===== src/rtl/alu_arbiter.sv =====
// -----------------------------------------------------------------------------
// alu_arbiter
//
// Shares one combinational ALU between two requesters. Requests use
// valid/ready handshakes and are arbitrated round-robin. The granted
// operands are registered onto the ALU inputs. The ALU result is captured
// one cycle later. It is then returned, together with a zero flag, on the
// owner's response channel. The block holds that response until the owner
// accepts it.
//
// Ports:
//   clk, reset_n              clock, asynchronous active-low reset
//   reqN_valid / reqN_ready   request handshake for requester N (0,1)
//   reqN_a, reqN_b, reqN_f    operands and function code for requester N
//   rspN_valid / rspN_ready   response handshake for requester N
//   rspN_y, rspN_zero         result and (result == 0) for requester N
//   alu_a, alu_b, alu_f       registered operands driven into the ALU
//   alu_y                     combinational ALU result
// -----------------------------------------------------------------------------
module alu_arbiter #(
    parameter int WIDTH = 32,
    parameter int FW    = 3
) (
    input  logic             clk,
    input  logic             reset_n,

    input  logic             req0_valid,
    output logic             req0_ready,
    input  logic [WIDTH-1:0] req0_a,
    input  logic [WIDTH-1:0] req0_b,
    input  logic [FW-1:0]    req0_f,

    input  logic             req1_valid,
    output logic             req1_ready,
    input  logic [WIDTH-1:0] req1_a,
    input  logic [WIDTH-1:0] req1_b,
    input  logic [FW-1:0]    req1_f,

    output logic             rsp0_valid,
    input  logic             rsp0_ready,
    output logic [WIDTH-1:0] rsp0_y,
    output logic             rsp0_zero,

    output logic             rsp1_valid,
    input  logic             rsp1_ready,
    output logic [WIDTH-1:0] rsp1_y,
    output logic             rsp1_zero,

    output logic [WIDTH-1:0] alu_a,
    output logic [WIDTH-1:0] alu_b,
    output logic [FW-1:0]    alu_f,
    input  logic [WIDTH-1:0] alu_y
);

    typedef enum logic [1:0] {
        IDLE = 2'd0,
        EXEC = 2'd1,
        RESP = 2'd2
    } state_t;

    state_t           state_q, state_d;
    logic             last_grant_q;
    logic             owner_q;
    logic             grant;
    logic             accept;
    logic             owner_rsp_ready;

    logic [WIDTH-1:0] alu_a_q, alu_b_q;
    logic [FW-1:0]    alu_f_q;
    logic [WIDTH-1:0] rsp0_y_q, rsp1_y_q;
    logic             rsp0_zero_q, rsp1_zero_q;

    // On a tie the requester that did not win last time is chosen. Otherwise
    // the single valid requester is chosen.
    always_comb begin
        grant = req1_valid;
        if (req0_valid && req1_valid) begin
            grant = ~last_grant_q;
        end
    end

    assign accept          = (state_q == IDLE) && (req0_valid || req1_valid);
    assign owner_rsp_ready = owner_q ? rsp1_ready : rsp0_ready;

    // Qualifying with reset_n keeps ready low while reset is held. The FSM
    // already sits in IDLE during reset.
    assign req0_ready = reset_n && (state_q == IDLE) && req0_valid && !grant;
    assign req1_ready = reset_n && (state_q == IDLE) && req1_valid &&  grant;

    always_comb begin
        state_d = state_q;
        unique case (state_q)
            IDLE:    if (accept) state_d = EXEC;
            EXEC:    state_d = RESP;
            RESP:    if (owner_rsp_ready) state_d = IDLE;
            default: state_d = IDLE;
        endcase
    end

    always_ff @(posedge clk or negedge reset_n) begin
        if (!reset_n) begin
            state_q      <= IDLE;
            last_grant_q <= 1'b1;
            owner_q      <= 1'b0;
            alu_a_q      <= '0;
            alu_b_q      <= '0;
            alu_f_q      <= '0;
            rsp0_y_q     <= '0;
            rsp1_y_q     <= '0;
            rsp0_zero_q  <= 1'b0;
            rsp1_zero_q  <= 1'b0;
        end else begin
            state_q <= state_d;
            if (accept) begin
                owner_q      <= grant;
                last_grant_q <= grant;
                alu_a_q      <= grant ? req1_a : req0_a;
                alu_b_q      <= grant ? req1_b : req0_b;
                alu_f_q      <= grant ? req1_f : req0_f;
            end
            // Only the owner's result register is written. The other channel
            // keeps its last response.
            if (state_q == EXEC) begin
                if (owner_q) begin
                    rsp1_y_q    <= alu_y;
                    rsp1_zero_q <= (alu_y == '0);
                end else begin
                    rsp0_y_q    <= alu_y;
                    rsp0_zero_q <= (alu_y == '0);
                end
            end
        end
    end

    assign rsp0_valid = (state_q == RESP) && !owner_q;
    assign rsp1_valid = (state_q == RESP) &&  owner_q;
    assign rsp0_y     = rsp0_y_q;
    assign rsp1_y     = rsp1_y_q;
    assign rsp0_zero  = rsp0_zero_q;
    assign rsp1_zero  = rsp1_zero_q;
    assign alu_a      = alu_a_q;
    assign alu_b      = alu_b_q;
    assign alu_f      = alu_f_q;

endmodule


===== config.mk =====
export PLATFORM = sky130hd
export DESIGN_NAME = alu_arbiter
export DESIGN_NICKNAME = d
export VERILOG_FILES = /design/src/rtl/alu_arbiter.sv
export SDC_FILE = /design/constraint.sdc
export NUM_CORES = 1
export LEC_CHECK = 0
export CAP_MARGIN = 30
export CORE_MARGIN = 1
export CORE_UTILIZATION = 40
export DETAILED_ROUTE_END_ITERATION = 8
export PLACE_DENSITY_LB_ADDON = 0.25
export SYNTH_ARGS = -nofsm -noshare
export SYNTH_HDL_FRONTEND = slang
export SYNTH_SLANG_ARGS = --single-unit

===== constraint.sdc =====
create_clock -name clk -period 2.31 [get_ports clk]
set_input_delay 0.3465 -clock clk [delete_from_list [all_inputs] [get_ports clk]]
set_output_delay 0.3465 -clock clk [all_outputs]
set_load 0.005 [all_outputs]

==> flow_summary.html, run 1 <==
<table>
<tr><th>Metric</th><th>Value</th></tr>
<tr><th colspan="2">Outcome</th></tr>
<tr><td>Status</td><td>finished with violations</td></tr>
<tr><td>Violations in the final reports</td><td>design-rule violations</td></tr>
<tr><th colspan="2">Global route</th></tr>
<tr><td>Grt ovf</td><td>0</td></tr>
<tr><td>Via count of the first global-routing pass</td><td>4900</td></tr>
<tr><td>Pin count of the biggest net entering global routing</td><td>around 110</td></tr>
<tr><td>Wire length of the first global-routing pass</td><td>26600 um</td></tr>
<tr><td>Antenna violations before repair</td><td>0</td></tr>
<tr><td>Overall track demand over capacity in global routing</td><td>between 20% and 30%</td></tr>
<tr><th colspan="2">Clock network</th></tr>
<tr><td>Worst-case clock buffer depth</td><td>2</td></tr>
<tr><td>Num CTS Buffers</td><td>17</td></tr>
<tr><td>Clock latency on the worst-skew pair</td><td>around 420 ps</td></tr>
<tr><td>Number of buffers inserted to repair setup after CTS</td><td>0</td></tr>
<tr><td>CTS tree</td><td>built</td></tr>
<tr><td>H-tree levels</td><td>4</td></tr>
<tr><td>Clock net sink count</td><td>~140</td></tr>
<tr><td>Clock transition at the registers of the reported paths</td><td>about 60 ps</td></tr>
<tr><td>Clock tree root buffer cell</td><td>clkbuf_16</td></tr>
<tr><th colspan="2">Drt</th></tr>
<tr><td>Total via count in the routed design</td><td>roughly 4400</td></tr>
<tr><td>Total Routed Length</td><td>roughly 17000 um</td></tr>
<tr><td>First-pass iteration count of the detailed router</td><td>6</td></tr>
<tr><td>1st-iter DRT viols</td><td>160</td></tr>
<tr><td>Post-route antenna net violation count</td><td>0</td></tr>
<tr><td>Detail-routed net length per standard cell</td><td>between 15 and 20 um</td></tr>
<tr><td>Number of DRC violations after detailed routing</td><td>46</td></tr>
<tr><td>Average via count per standard cell</td><td>a little under 5</td></tr>
<tr><th colspan="2">Floorplanning</th></tr>
<tr><td>Starting utilization of the core area</td><td>about two fifths</td></tr>
<tr><td>Total die area</td><td>between 15000 and 20000 sq um</td></tr>
<tr><td>Horizontal die dimension</td><td>approximately 130 um</td></tr>
<tr><td>Core region area</td><td>14600 sq um</td></tr>
<tr><td>Die span in y</td><td>~130 um</td></tr>
<tr><td>Row count</td><td>44</td></tr>
<tr><td>Number of placed I/O pins</td><td>between 300 and 400</td></tr>
<tr><th colspan="2">Finish</th></tr>
<tr><td>Relative area change from synthesis to final layout</td><td>64.8%</td></tr>
<tr><td>Area of all sequential standard cells</td><td>~3400 sq um</td></tr>
<tr><td>Number of inserted filler cells in the final layout</td><td>between 1000 and 1500</td></tr>
<tr><td># nets final</td><td>approximately 880</td></tr>
<tr><td>Multi-input gate area</td><td>approximately 2500 sq um</td></tr>
<tr><td>Final core occ</td><td>between 60% and 70%</td></tr>
<tr><td>Post-layout instance count excluding filler cells</td><td>approximately 900</td></tr>
<tr><td>Ant. Diodes</td><td>0</td></tr>
<tr><td>Share of final-layout standard cells stronger than drive strength 1</td><td>34.0%</td></tr>
<tr><th colspan="2">Timing</th></tr>
<tr><td>Setup-failing EPs final</td><td>0</td></tr>
<tr><td>Setup Skew</td><td>about 7 ps</td></tr>
<tr><td>Measured slew at the worst slew-check pin</td><td>~570 ps</td></tr>
<tr><td>Aggregate negative setup slack</td><td>0 ps</td></tr>
<tr><td>Period minus WS final</td><td>2200 ps</td></tr>
<tr><td>Pins over their slew limit</td><td>0</td></tr>
<tr><td>Hold Vio Cnt, Final</td><td>0</td></tr>
<tr><td>Max-slew headroom at the worst pin</td><td>62.1%</td></tr>
<tr><td>Worst hold margin</td><td>around 340 ps</td></tr>
<tr><td>Unrepaired setup endpoints after global routing</td><td>false</td></tr>
<tr><td>Share of the cycle needed by the critical path after routing</td><td>95.3%</td></tr>
<tr><td>Max Fclk</td><td>454 MHz</td></tr>
<tr><th colspan="2">Synth</th></tr>
<tr><td>EDFF count, synth</td><td>0</td></tr>
<tr><td>Leading area contributor after synthesis</td><td>dfrtp_1</td></tr>
<tr><td>Most frequent cell after synthesis</td><td>mux2_2</td></tr>
<tr><td>Number of different library cells in the post-synthesis netlist</td><td>25</td></tr>
<tr><td>Share of flip-flops with an asynchronous set or reset</td><td>100%</td></tr>
<tr><td>Flop and latch count out of synthesis</td><td>approximately 140</td></tr>
<tr><td>Cell area after technology mapping</td><td>around 6100 sq um</td></tr>
<tr><td>Synthesized netlist cell count</td><td>390</td></tr>
<tr><td>Mean instance size in the synthesized netlist</td><td>15.5 sq um</td></tr>
<tr><td>Leading cell types by count after synthesis</td><td>mux2_2 (187), dfrtp_1 (136), buf_2 (12)</td></tr>
<tr><td>Count of synthesis-stage warnings from yosys</td><td>0</td></tr>
<tr><td>Largest cells by area after synthesis</td><td>dfrtp_1 (56%), mux2_2 (35%), mux2_4 (2.5%)</td></tr>
<tr><td>Most used flip-flop cell after synthesis</td><td>dfrtp_1</td></tr>
<tr><td>Area share of the leading cell type in the synthesized netlist</td><td>between 50% and 60%</td></tr>
<tr><td>Net Count, Synth</td><td>roughly 560</td></tr>
<tr><td>Register area share after synthesis</td><td>a little under three fifths</td></tr>
<tr><th colspan="2">Worst setup path</th></tr>
<tr><td>Critical path data arrival time</td><td>roughly 1900 ps</td></tr>
<tr><td>Worst Path Required</td><td>1960 ps</td></tr>
<tr><td>Destination of the worst register-to-register timing path</td><td>alu_a[13]</td></tr>
<tr><td>CP Capture Type</td><td>primary output</td></tr>
<tr><td>Number of cells traversed by the worst register-to-register path</td><td>4</td></tr>
<tr><td>Critical setup path kind</td><td>input port to primary output</td></tr>
<tr><td>Critical Path Start Type</td><td>input port</td></tr>
<tr><td>Setup slack of the worst register-to-register path</td><td>between 600 and 700 ps</td></tr>
<tr><td>Startpoint of the worst register-to-register path</td><td>last_grant_q</td></tr>
<tr><td>CP max FO</td><td>11</td></tr>
<tr><th colspan="2">Power and ir drop</th></tr>
<tr><td>Maximum vdd drop</td><td>~0.00076 V</td></tr>
<tr><td>Pwr/cell area</td><td>roughly 1300 nW/um^2</td></tr>
<tr><td>Static leakage</td><td>4.05 nW</td></tr>
<tr><td>Total chip power</td><td>between 10 and 15 mW</td></tr>
<tr><th colspan="2">Worst hold path</th></tr>
<tr><td>Worst Hold Class</td><td>input port to asynchronous set/reset pin</td></tr>
<tr><th colspan="2">Place</th></tr>
<tr><td>IO Port Bufs</td><td>between 300 and 400</td></tr>
<tr><td>Placed Cells incl. Taps</td><td>roughly 870</td></tr>
<tr><td>Weighted congestion reported at the end of routability-driven placement</td><td>roughly 0.76</td></tr>
<tr><td>HPWL after detailed placement</td><td>12500 um</td></tr>
<tr><th colspan="2">Flow run</th></tr>
<tr><td>Reported max-cap violation count</td><td>0</td></tr>
</table>
-- layer usage --
metal / track usage (%) / wire length [um] / up-vias
met4: 6.46 / 189 / 0
met2: 40.1 / 8820 / 181
met1: 23.8 / 6240 / 2177
met3: 8.73 / 1630 / 16
li1: - / - / 2050
met5: 0 / 0 / -
-- cell type report --
type                            count  share of cell area [%]
Tap cell                          184                    2.30
Clock inverter                     10                    1.18
Timing Repair Buffer              320                    32.4
Multi-Input combinational cell    230                    24.9
Inverter                            1                  0.0376
Sequential cell                   137                    34.3
Clock buffer                       22                    4.85
-- worst max-delay path by stage --
stage,startpoint,slack (ps),endpoint
after floorplan,last_grant_q,680,alu_a[0]
after global placement,req1_valid,150,alu_b[21]
after detailed placement,req1_valid,90,alu_a[13]
after CTS,state_q[0],20,req0_ready
after global routing,state_q[0],5,req0_ready
final,reset_n,110,req0_ready
-- registers in the layout (all words and copies together), names as in the netlist --
| register | flops |
|---|---|
| rsp0_zero | 1 |
| alu_b | 32 |
| rsp0_y | 32 |
| rsp1_zero | 1 |
| rsp1_y | 32 |
| last_grant_q | 1 |
| alu_f | 3 |
| alu_a | 32 |
| owner_q | 1 |
| state_q | 2 |
-- worst max-delay path, cell delays in order --
cell	delay, ps
dlygate4sd3_1	570
buf_6	180
nand3_1	90
nor2_1	100
clkdlybuf4s50_1	560
-- metrics by stage --
step	setup WS, ps	instance area (sq um)
floorplan	679	6060
detailed placement	90.9	9370
CTS	18.9	9980
global placement	153	9370
global route	4.66	9990
finish	109	9990
-- power breakdown --
part           total [mW]  internal [mW]  switching (mW)
clock                2.71           1.70            1.00
sequential           4.32           3.65           0.665
combinational        5.77           3.95            1.82
total                12.8           9.31            3.49
-- cell families (layout without fill, tap and decap cells) --
group | count (synthesis) | after routing | share of synthesized area, %
AOI/OAI and AO/OA | 9 | 9 | 1.01
DFF | 137 | 137 | 56.6
buffers and inverters | 23 | 353 | 2.79
muxes | 199 | 199 | 37.6
and+or+nand+nor | 22 | 22 | 2.06
-- placed cells by master, fill, tap and decap left out, drive strengths merged --
cell and instances:
mux2 199, nand3b 1, o21a 1, bufinv 2, and3 1, nand2b 2, clkbuf 22, dfrtp 136
o41ai 1, clkinv 7, dlygate4sd3 1, nand2 2, a31oi 1, a21boi 1, inv 1, o21ai 3
a21oi 1, nor4 8, clkinvlp 1, nand3 1, buf 12, o31ai 1, clkdlybuf4s50 307, dfstp 1
nor2 5, nand4 2
-- repair_timing --
action / 4_1_cts / 5_1_grt
hold buffers: 1 / 0
hold endpoints to repair: 7 / 0
resized for setup: 0 / 1
endpoints found under the setup margin: 0 / 1
Power figures use the tool's default switching activity.
==> run 2, diff against run 1 <==
--- a/config.mk
+++ b/config.mk
@@ -6,10 +6,12 @@
 export NUM_CORES = 1
 export LEC_CHECK = 0
 export CAP_MARGIN = 30
+export CORE_ASPECT_RATIO = 1.4
 export CORE_MARGIN = 1
 export CORE_UTILIZATION = 40
 export DETAILED_ROUTE_END_ITERATION = 8
 export PLACE_DENSITY_LB_ADDON = 0.25
+export RECOVER_POWER = 25
 export SYNTH_ARGS = -nofsm -noshare
 export SYNTH_HDL_FRONTEND = slang
 export SYNTH_SLANG_ARGS = --single-unit
==> run 2 against run 1 <==
Effect of this change: the flow now finishes without violations; maximum frequency is 2.7% higher; sequential power hardly changed; non-clock buffer count is 2 higher; global-route usage is 0.26 points higher; wire length is 1.2% higher; combinational power hardly changed; die area hardly changed; sequential cell count stayed put; count of clock-buffer cells in the layout is 4 lower; via count is 2.8% higher; first-iteration DRC count is 21% lower; clock power is 9.2% higher.
==> flow_summary.html, run 2 (synthesis results as in run 1) <==
<table>
<tr><th>Metric</th><th>Value</th></tr>
<tr><th colspan="2">Outcome</th></tr>
<tr><td>Status</td><td>completed (was finished with violations)</td></tr>
<tr><th colspan="2">Drt</th></tr>
<tr><td>1st-iter DRT viols</td><td>127 (was 160)</td></tr>
<tr><td>Total Routed Length</td><td>17100 um (was 16900 um)</td></tr>
<tr><td>Detail-routed net length per standard cell</td><td>18.7 um (about the same)</td></tr>
<tr><td>Post-route antenna net violation count</td><td>0 (unchanged)</td></tr>
<tr><td>Number of DRC violations after detailed routing</td><td>0 (was 46)</td></tr>
<tr><td>Total via count in the routed design</td><td>4549 (was 4424)</td></tr>
<tr><td>First-pass iteration count of the detailed router</td><td>4 (was 6)</td></tr>
<tr><td>Average via count per standard cell</td><td>4.99 (was 4.89)</td></tr>
<tr><th colspan="2">Finish</th></tr>
<tr><td>Share of final-layout standard cells stronger than drive strength 1</td><td>33.9% (was 34.0%)</td></tr>
<tr><td># nets final</td><td>881 (was 879)</td></tr>
<tr><td>Most common library cell in the layout ignoring fill and taps</td><td>clkdlybuf4s50_1 (unchanged)</td></tr>
<tr><td>Commonest cells after routing, fill and taps aside</td><td>clkdlybuf4s50_1 (306), mux2_2 (187), dfrtp_1 (136) (was clkdlybuf4s50_1 (307), mux2_2 (187), dfrtp_1 (136))</td></tr>
<tr><td>Post-layout instance count excluding filler cells</td><td>912 (was 904)</td></tr>
<tr><td>Relative area change from synthesis to final layout</td><td>65.5% (was 64.8%)</td></tr>
<tr><td>Number of inserted filler cells in the final layout</td><td>1070 (was 1042)</td></tr>
<tr><th colspan="2">Global route</th></tr>
<tr><td>Via count of the first global-routing pass</td><td>5038 (was 4900)</td></tr>
<tr><td>Grt ovf</td><td>0 (unchanged)</td></tr>
<tr><td>Overall track demand over capacity in global routing</td><td>22.4% (was 22.1%)</td></tr>
<tr><td>Antenna violations before repair</td><td>1 (was 0)</td></tr>
<tr><td>Pin count of the biggest net entering global routing</td><td>72 (was 107)</td></tr>
<tr><td>Wire length of the first global-routing pass</td><td>27000 um (was 26600 um)</td></tr>
<tr><th colspan="2">Floorplanning</th></tr>
<tr><td>Core region area</td><td>14600 sq um (about the same)</td></tr>
<tr><td>Starting utilization of the core area</td><td>41.4% (about the same)</td></tr>
<tr><td>Horizontal die dimension</td><td>106 um (was 125 um)</td></tr>
<tr><td>Total die area</td><td>15700 sq um (about the same)</td></tr>
<tr><td>Number of placed I/O pins</td><td>309 (unchanged)</td></tr>
<tr><td>Die span in y</td><td>148 um (was 125 um)</td></tr>
<tr><td>Row count</td><td>52 (was 44)</td></tr>
<tr><th colspan="2">Worst setup path</th></tr>
<tr><td>Worst Path Required</td><td>1960 ps (about the same)</td></tr>
<tr><td>Setup slack of the worst register-to-register path</td><td>190 ps (was 610 ps)</td></tr>
<tr><td>Critical path data arrival time</td><td>1800 ps (was 1850 ps)</td></tr>
<tr><td>Destination of the worst register-to-register timing path</td><td>alu_a[3] (was alu_a[13])</td></tr>
<tr><td>CP Capture Type</td><td>primary output (unchanged)</td></tr>
<tr><td>Critical setup path kind</td><td>input port to primary output (unchanged)</td></tr>
<tr><td>CP max FO</td><td>4 (was 11)</td></tr>
<tr><td>Capturing instance or port of the critical path</td><td>req1_ready (was req0_ready)</td></tr>
<tr><td>Startpoint of the worst register-to-register path</td><td>state_q[0] (was last_grant_q)</td></tr>
<tr><td>Critical Path Start Type</td><td>input port (unchanged)</td></tr>
<tr><td>Start point of the critical path</td><td>req1_valid (was reset_n)</td></tr>
<tr><td>Number of cells traversed by the worst register-to-register path</td><td>4 (unchanged)</td></tr>
<tr><th colspan="2">Clock network</th></tr>
<tr><td>Number of buffers inserted to repair setup after CTS</td><td>0 (unchanged)</td></tr>
<tr><td>CTS tree</td><td>built (unchanged)</td></tr>
<tr><td>Clock transition at the registers of the reported paths</td><td>70 ps (was 60 ps)</td></tr>
<tr><td>Clock tree root buffer cell</td><td>clkbuf_16 (unchanged)</td></tr>
<tr><td>Worst-case clock buffer depth</td><td>2 (unchanged)</td></tr>
<tr><td>Clock net sink count</td><td>137 (unchanged)</td></tr>
<tr><td>Num CTS Buffers</td><td>17 (unchanged)</td></tr>
<tr><td>Clock latency on the worst-skew pair</td><td>410 ps (was 420 ps)</td></tr>
<tr><td>H-tree levels</td><td>4 (unchanged)</td></tr>
<tr><th colspan="2">Timing</th></tr>
<tr><td>Unrepaired setup endpoints after global routing</td><td>false (unchanged)</td></tr>
<tr><td>Setup Skew</td><td>12.1 ps (was 7.15 ps)</td></tr>
<tr><td>Pins over their slew limit</td><td>0 (unchanged)</td></tr>
<tr><td>Share of the cycle needed by the critical path after routing</td><td>92.8% (was 95.3%)</td></tr>
<tr><td>Period minus WS final</td><td>2140 ps (was 2200 ps)</td></tr>
<tr><td>Max-slew headroom at the worst pin</td><td>4.52% (was 62.1%)</td></tr>
<tr><td>Measured slew at the worst slew-check pin</td><td>1430 ps (was 569 ps)</td></tr>
<tr><td>Setup-failing EPs final</td><td>0 (unchanged)</td></tr>
<tr><td>Max Fclk</td><td>467 MHz (was 454 MHz)</td></tr>
<tr><td>Hold Vio Cnt, Final</td><td>0 (unchanged)</td></tr>
<tr><td>Aggregate negative setup slack</td><td>0 ps (unchanged)</td></tr>
<tr><th colspan="2">Place</th></tr>
<tr><td>IO Port Bufs</td><td>308 (unchanged)</td></tr>
<tr><td>HPWL after detailed placement</td><td>13100 um (was 12500 um)</td></tr>
<tr><td>Placed Cells incl. Taps</td><td>878 (was 871)</td></tr>
<tr><td>Weighted congestion reported at the end of routability-driven placement</td><td>0.746 (was 0.757)</td></tr>
<tr><th colspan="2">Flow run</th></tr>
<tr><td>Reported max-cap violation count</td><td>0 (unchanged)</td></tr>
<tr><th colspan="2">Power and ir drop</th></tr>
<tr><td>Maximum vdd drop</td><td>0.000852 V (was 0.000762 V)</td></tr>
<tr><td>Static leakage</td><td>4.09 nW (was 4.05 nW)</td></tr>
<tr><td>Pwr/cell area</td><td>1300 nW/um^2 (was 1280 nW/um^2)</td></tr>
<tr><th colspan="2">Worst hold path</th></tr>
<tr><td>Worst Hold Class</td><td>input port to asynchronous set/reset pin (unchanged)</td></tr>
</table>
run 2: critical path, stage by stage:
cell	delay (ps)
clkdlybuf4s50_1	510
a21boi_4	260
and3_1	180
clkdlybuf4s50_1	500
run 2: area by class of cell:
type,instances,area (sq um),area share [%]
Multi-Input combinational cell,230,2470,24.7
Tap cell,189,236,2.36
Clock buffer,18,439,4.38
Sequential cell,137,3430,34.2
Inverter,1,3.75,0.0374
Clock inverter,14,213,2.12
Timing Repair Buffer,322,3240,32.2
Antenna cell,1,2.50,0.0249
run 2: through the flow:
| step | hold WS (ps) | setup slack [ps] | area (sq um) | util [%] | total power [mW] |
|---|---|---|---|---|---|
| floorplan | 50.9 | 679 | 6060 | - | 6.76 |
| global placement | 168 | 106 | 9380 | 64.1 | 10.0 |
| detailed placement | 171 | 60.7 | 9380 | 64.1 | 10.2 |
| CTS | 339 | 52.0 | 10000 | 68.6 | 13.3 |
| global route | 341 | 58.9 | 10000 | 68.5 | 13.8 |
| finish | 345 | 166 | 10000 | 68.5 | 13.1 |
run 2: worst min path at each step:
stage / from / endpoint / cells past startpoint
floorplan: reset_n / alu_a[0] / 0
global placement: reset_n / alu_a[16] / 1
detailed placement: reset_n / alu_a[13] / 1
CTS: reset_n / alu_f[2] / 2
global route: reset_n / alu_a[15] / 2
finish: reset_n / alu_a[31] / 2
run 2: per-layer routing:
layer | part of all wire [%] | GRT usage [%] | vias to the layer above
met1 | 36 | 23.6 | 2239
met3 | 9.3 | 8.20 | 31
met2 | 52 | 40.1 | 215
met4 | 2.7 | 8.82 | 0
met5 | 0 | 0 | -
li1 | - | - | 2064
run 2: report_power, final:
group	internal [mW]	total (mW)	switching [mW]
sequential	3.65	4.32	0.666
combinational	3.96	5.80	1.84
clock	1.87	2.96	1.09
run 2: repair_timing:
action / in CTS / in global routing
resized for setup: 0 / 2
hold buffers: 1 / 0
endpoints found under the setup margin: 0 / 1
endpoints found under the hold margin: 9 / 0
==> run 3, diff against run 2 <==
--- a/config.mk
+++ b/config.mk
@@ -5,11 +5,14 @@
 export SDC_FILE = /design/constraint.sdc
 export NUM_CORES = 1
 export LEC_CHECK = 0
+export ABC_AREA = 1
+export ABC_CLOCK_PERIOD_IN_PS = 2310
 export CAP_MARGIN = 30
 export CORE_ASPECT_RATIO = 1.4
 export CORE_MARGIN = 1
 export CORE_UTILIZATION = 40
 export DETAILED_ROUTE_END_ITERATION = 8
+export GPL_ROUTABILITY_DRIVEN = 0
 export PLACE_DENSITY_LB_ADDON = 0.25
 export RECOVER_POWER = 25
 export SYNTH_ARGS = -nofsm -noshare
==> run 3 against run 2 <==
Effect of this change: the flow now finishes with violations (max-capacitance violations, max-slew violations); via count rose by 22%; clock skew fell by 0.98 ps; total power fell by 5.2%; final area fell by 4.5%; synthesized area fell by 3.5%; die area fell by 3.4%; clock power fell by 4%; sequential share of layout area rose by 1.6 points; critical path type is now register to primary output; largest cell class unchanged; largest power group unchanged.
==> flow_summary.html, run 3 <==
<table>
<tr><th>Metric</th><th>Value</th></tr>
<tr><th colspan="2">Outcome</th></tr>
<tr><td>Status</td><td>finished with violations (was completed)</td></tr>
<tr><td>Violations in the final reports</td><td>max-capacitance violations, max-slew violations</td></tr>
<tr><th colspan="2">Synth</th></tr>
<tr><td>Register area share after synthesis</td><td>58.6% (was 56.6%)</td></tr>
<tr><td>Largest cells by area after synthesis</td><td>dfrtp_1 (58%), nand2_1 (14%), a31oi_1 (7.2%) (was dfrtp_1 (56%), mux2_2 (35%), mux2_4 (2.5%))</td></tr>
<tr><td>EDFF count, synth</td><td>0 (unchanged)</td></tr>
<tr><td>Leading area contributor after synthesis</td><td>dfrtp_1 (unchanged)</td></tr>
<tr><td>Area share of the leading cell type in the synthesized netlist</td><td>58.2% (was 56.1%)</td></tr>
<tr><td>Cell area after technology mapping</td><td>5850 sq um (was 6060 sq um)</td></tr>
<tr><td>Share of flip-flops with an asynchronous set or reset</td><td>100% (unchanged)</td></tr>
<tr><td>Count of synthesis-stage warnings from yosys</td><td>0 (unchanged)</td></tr>
<tr><td>Leading cell types by count after synthesis</td><td>nand2_1 (222), dfrtp_1 (136), nor2_1 (92) (was mux2_2 (187), dfrtp_1 (136), buf_2 (12))</td></tr>
<tr><td>Flop and latch count out of synthesis</td><td>137 (unchanged)</td></tr>
<tr><td>Synthesized netlist cell count</td><td>674 (was 390)</td></tr>
<tr><td>Most used flip-flop cell after synthesis</td><td>dfrtp_1 (unchanged)</td></tr>
<tr><td>Net Count, Synth</td><td>846 (was 562)</td></tr>
<tr><td>Number of different library cells in the post-synthesis netlist</td><td>17 (was 25)</td></tr>
<tr><td>Mean instance size in the synthesized netlist</td><td>8.68 sq um (was 15.5 sq um)</td></tr>
<tr><td>Most frequent cell after synthesis</td><td>nand2_1 (was mux2_2)</td></tr>
<tr><th colspan="2">Place</th></tr>
<tr><td>DP Worst Slack</td><td>149 ps (was 60.7 ps)</td></tr>
<tr><td>HPWL after detailed placement</td><td>12700 um (was 13100 um)</td></tr>
<tr><td>IO Port Bufs</td><td>308 (unchanged)</td></tr>
<tr><td>Placed Cells incl. Taps</td><td>1132 (was 878)</td></tr>
<tr><td>Placed cell area</td><td>8980 sq um (was 9380 sq um)</td></tr>
<tr><th colspan="2">Worst setup path</th></tr>
<tr><td>Critical Path Start Type</td><td>register (was input port)</td></tr>
<tr><td>CP Capture Type</td><td>primary output (unchanged)</td></tr>
<tr><td>Number of buffers and inverters on the critical path</td><td>2 (unchanged)</td></tr>
<tr><td>Slowest library cell on the worst path</td><td>clkdlybuf4s50_1 (unchanged)</td></tr>
<tr><td>Slowest cell delay on critical path</td><td>540 ps (was 510 ps)</td></tr>
<tr><td>Number of cells traversed by the worst register-to-register path</td><td>5 (was 4)</td></tr>
<tr><td>Destination of the worst register-to-register timing path</td><td>alu_b[0] (was alu_a[3])</td></tr>
<tr><td>Startpoint of the worst register-to-register path</td><td>last_grant_q (was state_q[0])</td></tr>
<tr><td>Category of cells accounting for the largest share of critical-path delay</td><td>buffers and inverters (unchanged)</td></tr>
<tr><td>Critical setup path kind</td><td>register to primary output (was input port to primary output)</td></tr>
<tr><td>Worst Path Required</td><td>1960 ps (about the same)</td></tr>
<tr><td>Setup slack of the worst register-to-register path</td><td>620 ps (was 190 ps)</td></tr>
<tr><td>CP max FO</td><td>3 (was 4)</td></tr>
<tr><td>Critical-path cell list</td><td>inv_1 -&gt; nand2_2 -&gt; nor2_4 -&gt; nand2_1 -&gt; nor2_1 -&gt; clkdlybuf4s50_1 (was clkdlybuf4s50_1 -&gt; a21boi_4 -&gt; and3_1 -&gt; clkdlybuf4s50_1)</td></tr>
<tr><td>Critical path data arrival time</td><td>1840 ps (was 1800 ps)</td></tr>
<tr><th colspan="2">Global route</th></tr>
<tr><td>Via count of the first global-routing pass</td><td>5452 (was 5038)</td></tr>
<tr><td>Overall track demand over capacity in global routing</td><td>24.6% (was 22.4%)</td></tr>
<tr><td>Pin count of the biggest net entering global routing</td><td>138 (was 72)</td></tr>
<tr><td>Wire length of the first global-routing pass</td><td>28800 um (was 27000 um)</td></tr>
<tr><td>Grt ovf</td><td>0 (unchanged)</td></tr>
<tr><td>Antenna violations before repair</td><td>0 (was 1)</td></tr>
<tr><th colspan="2">Power and ir drop</th></tr>
<tr><td>Cell Int Power</td><td>8.48 mW (was 9.48 mW)</td></tr>
<tr><td>Clock share of power</td><td>22.9% (was 22.7%)</td></tr>
<tr><td>Total chip power</td><td>12.4 mW (was 13.1 mW)</td></tr>
<tr><td>Static leakage</td><td>4.24 nW (was 4.09 nW)</td></tr>
<tr><td>Net switching power of the design</td><td>3.93 mW (was 3.60 mW)</td></tr>
<tr><td>Pwr/cell area</td><td>1290 nW/um^2 (was 1300 nW/um^2)</td></tr>
<tr><td>Maximum vdd drop</td><td>0.000764 V (was 0.000852 V)</td></tr>
<tr><td>Proportion of power drawn by flip-flops and latches</td><td>34.3% (was 33.0%)</td></tr>
<tr><td>Combinational share of power</td><td>42.8% (was 44.3%)</td></tr>
<tr><td>Switching part of the total power</td><td>31.7% (was 27.5%)</td></tr>
<tr><th colspan="2">Drt</th></tr>
<tr><td>Detail-routed net length per standard cell</td><td>15.3 um (was 18.7 um)</td></tr>
<tr><td>Number of DRC violations after detailed routing</td><td>0 (unchanged)</td></tr>
<tr><td>Total via count in the routed design</td><td>5560 (was 4549)</td></tr>
<tr><td>1st-iter DRT viols</td><td>276 (was 127)</td></tr>
<tr><td>Total Routed Length</td><td>17800 um (was 17100 um)</td></tr>
<tr><td>Post-route antenna net violation count</td><td>0 (unchanged)</td></tr>
<tr><td>First-pass iteration count of the detailed router</td><td>4 (unchanged)</td></tr>
<tr><td>Average via count per standard cell</td><td>4.78 (was 4.99)</td></tr>
<tr><th colspan="2">Timing</th></tr>
<tr><td>Setup-failing EPs final</td><td>0 (unchanged)</td></tr>
<tr><td>Worst hold margin</td><td>479 ps (was 345 ps)</td></tr>
<tr><td>Setup Skew</td><td>11.1 ps (was 12.1 ps)</td></tr>
<tr><td>Setup slack after layout</td><td>121 ps (was 166 ps)</td></tr>
<tr><td>Aggregate negative setup slack</td><td>0 ps (unchanged)</td></tr>
<tr><td>Max-slew headroom at the worst pin</td><td>-25.4% (was 4.52%)</td></tr>
<tr><td>Share of the cycle needed by the critical path after routing</td><td>94.7% (was 92.8%)</td></tr>
<tr><td>Pins over their slew limit</td><td>138 (was 0)</td></tr>
<tr><td>Unrepaired setup endpoints after global routing</td><td>false (unchanged)</td></tr>
<tr><td>Measured slew at the worst slew-check pin</td><td>1880 ps (was 1430 ps)</td></tr>
<tr><td>Max Fclk</td><td>457 MHz (was 467 MHz)</td></tr>
<tr><td>Hold Vio Cnt, Final</td><td>0 (unchanged)</td></tr>
<tr><td>Period minus WS final</td><td>2190 ps (was 2140 ps)</td></tr>
<tr><th colspan="2">Finish</th></tr>
<tr><td>Relative area change from synthesis to final layout</td><td>63.8% (was 65.5%)</td></tr>
<tr><td>Most common library cell in the layout ignoring fill and taps</td><td>clkdlybuf4s50_1 (unchanged)</td></tr>
<tr><td>Post-layout instance count excluding filler cells</td><td>1163 (was 912)</td></tr>
<tr><td>Final core occ</td><td>68.0% (was 68.5%)</td></tr>
<tr><td>Summed area of non-filler cells in the final layout</td><td>9580 sq um (was 10000 sq um)</td></tr>
<tr><td># nets final</td><td>1138 (was 881)</td></tr>
<tr><td>Ant. Diodes</td><td>0 (was 1)</td></tr>
<tr><td>Share of final-layout standard cells stronger than drive strength 1</td><td>5.01% (was 33.9%)</td></tr>
<tr><td>Commonest cells after routing, fill and taps aside</td><td>clkdlybuf4s50_1 (306), nand2_1 (221), dfrtp_1 (136) (was clkdlybuf4s50_1 (306), mux2_2 (187), dfrtp_1 (136))</td></tr>
<tr><th colspan="2">Clock network</th></tr>
<tr><td>Clock tree root buffer cell</td><td>clkbuf_16 (unchanged)</td></tr>
<tr><td>CTS tree</td><td>built (unchanged)</td></tr>
<tr><td>Count of hold-fix buffers inserted at cts</td><td>0 (was 1)</td></tr>
<tr><td>Clock transition at the registers of the reported paths</td><td>50 ps (was 70 ps)</td></tr>
<tr><td>H-tree levels</td><td>4 (unchanged)</td></tr>
<tr><td>Worst-case clock buffer depth</td><td>2 (unchanged)</td></tr>
<tr><td>Clock latency on the worst-skew pair</td><td>410 ps (about the same)</td></tr>
<tr><td>Num CTS Buffers</td><td>17 (unchanged)</td></tr>
<tr><td>Clock net sink count</td><td>137 (unchanged)</td></tr>
<tr><th colspan="2">Floorplanning</th></tr>
<tr><td>Total die area</td><td>15100 sq um (was 15700 sq um)</td></tr>
<tr><td>Starting utilization of the core area</td><td>41.5% (was 41.4%)</td></tr>
<tr><td>Horizontal die dimension</td><td>104 um (was 106 um)</td></tr>
<tr><td>Core region area</td><td>14100 sq um (was 14600 sq um)</td></tr>
<tr><td>Number of placed I/O pins</td><td>309 (unchanged)</td></tr>
<tr><td>Die span in y</td><td>145 um (was 148 um)</td></tr>
<tr><td>Row count</td><td>51 (was 52)</td></tr>
<tr><th colspan="2">Worst hold path</th></tr>
<tr><td>Endpoint, Worst Hold</td><td>last_grant_q</td></tr>
<tr><td>Worst Hold Class</td><td>register to register (was input port to asynchronous set/reset pin)</td></tr>
<tr><td>Origin of the worst min-delay path</td><td>last_grant_q</td></tr>
<tr><td>Number of instances on the worst hold path</td><td>2</td></tr>
<tr><th colspan="2">Flow run</th></tr>
<tr><td>Reported max-cap violation count</td><td>1 (was 0)</td></tr>
</table>
run 3: changes by cell type after synthesis, moves of 3 or more:
cell / delta
o21ai_0: +19
clkbuf_1: +10
a31oi_1: +66
nor4_1: -7
buf_6: +6
nor2_1: +89
mux2_4: -10
inv_1: +36
nand2_1: +220
inv_2: +3
mux2_2: -187
o21ai_1: +45
run 3: metal layers:
metal,track usage (%),share of wire [%],wire length [um]
met1,29.0,38,6810
met4,10.5,2.9,520
met3,7.19,7.0,1250
met5,0,0,0
met2,41.6,52,9220
run 3: tightest hold or removal path: stages, from the launching register on:
cell and delay (ps):
dfstp_2 370, o21ai_0 60, nand2_1 50
run 3: cell type report:
type | count | area, sq um
clock buffers | 19 | 443
clock inverters | 12 | 175
fillers | 1165 | 4520
inverters | 40 | 150
multi-input cells | 454 | 1980
flip-flops and latches | 137 | 3430
well taps | 185 | 231
repair buffers | 316 | 3180
run 3: cell families (layout without fill, tap and decap cells):
kind of cell           after synthesis  count (layout)  share of synthesized area, %
DFF                                137             137                          58.6
AOI/OAI and AO/OA                  134             134                          12.9
buffers and inverters               83             387                          7.70
and+or+nand+nor                    320             320                          20.8
run 3: what timing repair did:
| action | 4_1_cts | 5_1_grt |
|---|---|---|
| gates resized for setup | 0 | 2 |
| setup buffers | 0 | 0 |
| endpoints found under the setup margin | 0 | 2 |
run 3: worst max path at each step:
stage	slack (ps)	depth (start not counted)	from	to
final	120	6	state_q[1]	req1_ready
after global routing	0.2	6	state_q[1]	req1_ready
after CTS	50	5	last_grant_q	req0_ready
after detailed placement	150	6	req1_valid	req1_ready
after global placement	170	6	req1_valid	req1_ready
after floorplan	840	5	last_grant_q	req0_ready
run 3: power by group through the flow:
stage,clock [mW],combinational (mW),sequential (mW)
floorplan,0,2.19,4.34
global placement,0,5.29,4.22
global route,3.03,5.82,4.41
CTS,2.91,5.38,4.26
detailed placement,0,5.35,4.27
finish,2.85,5.31,4.25
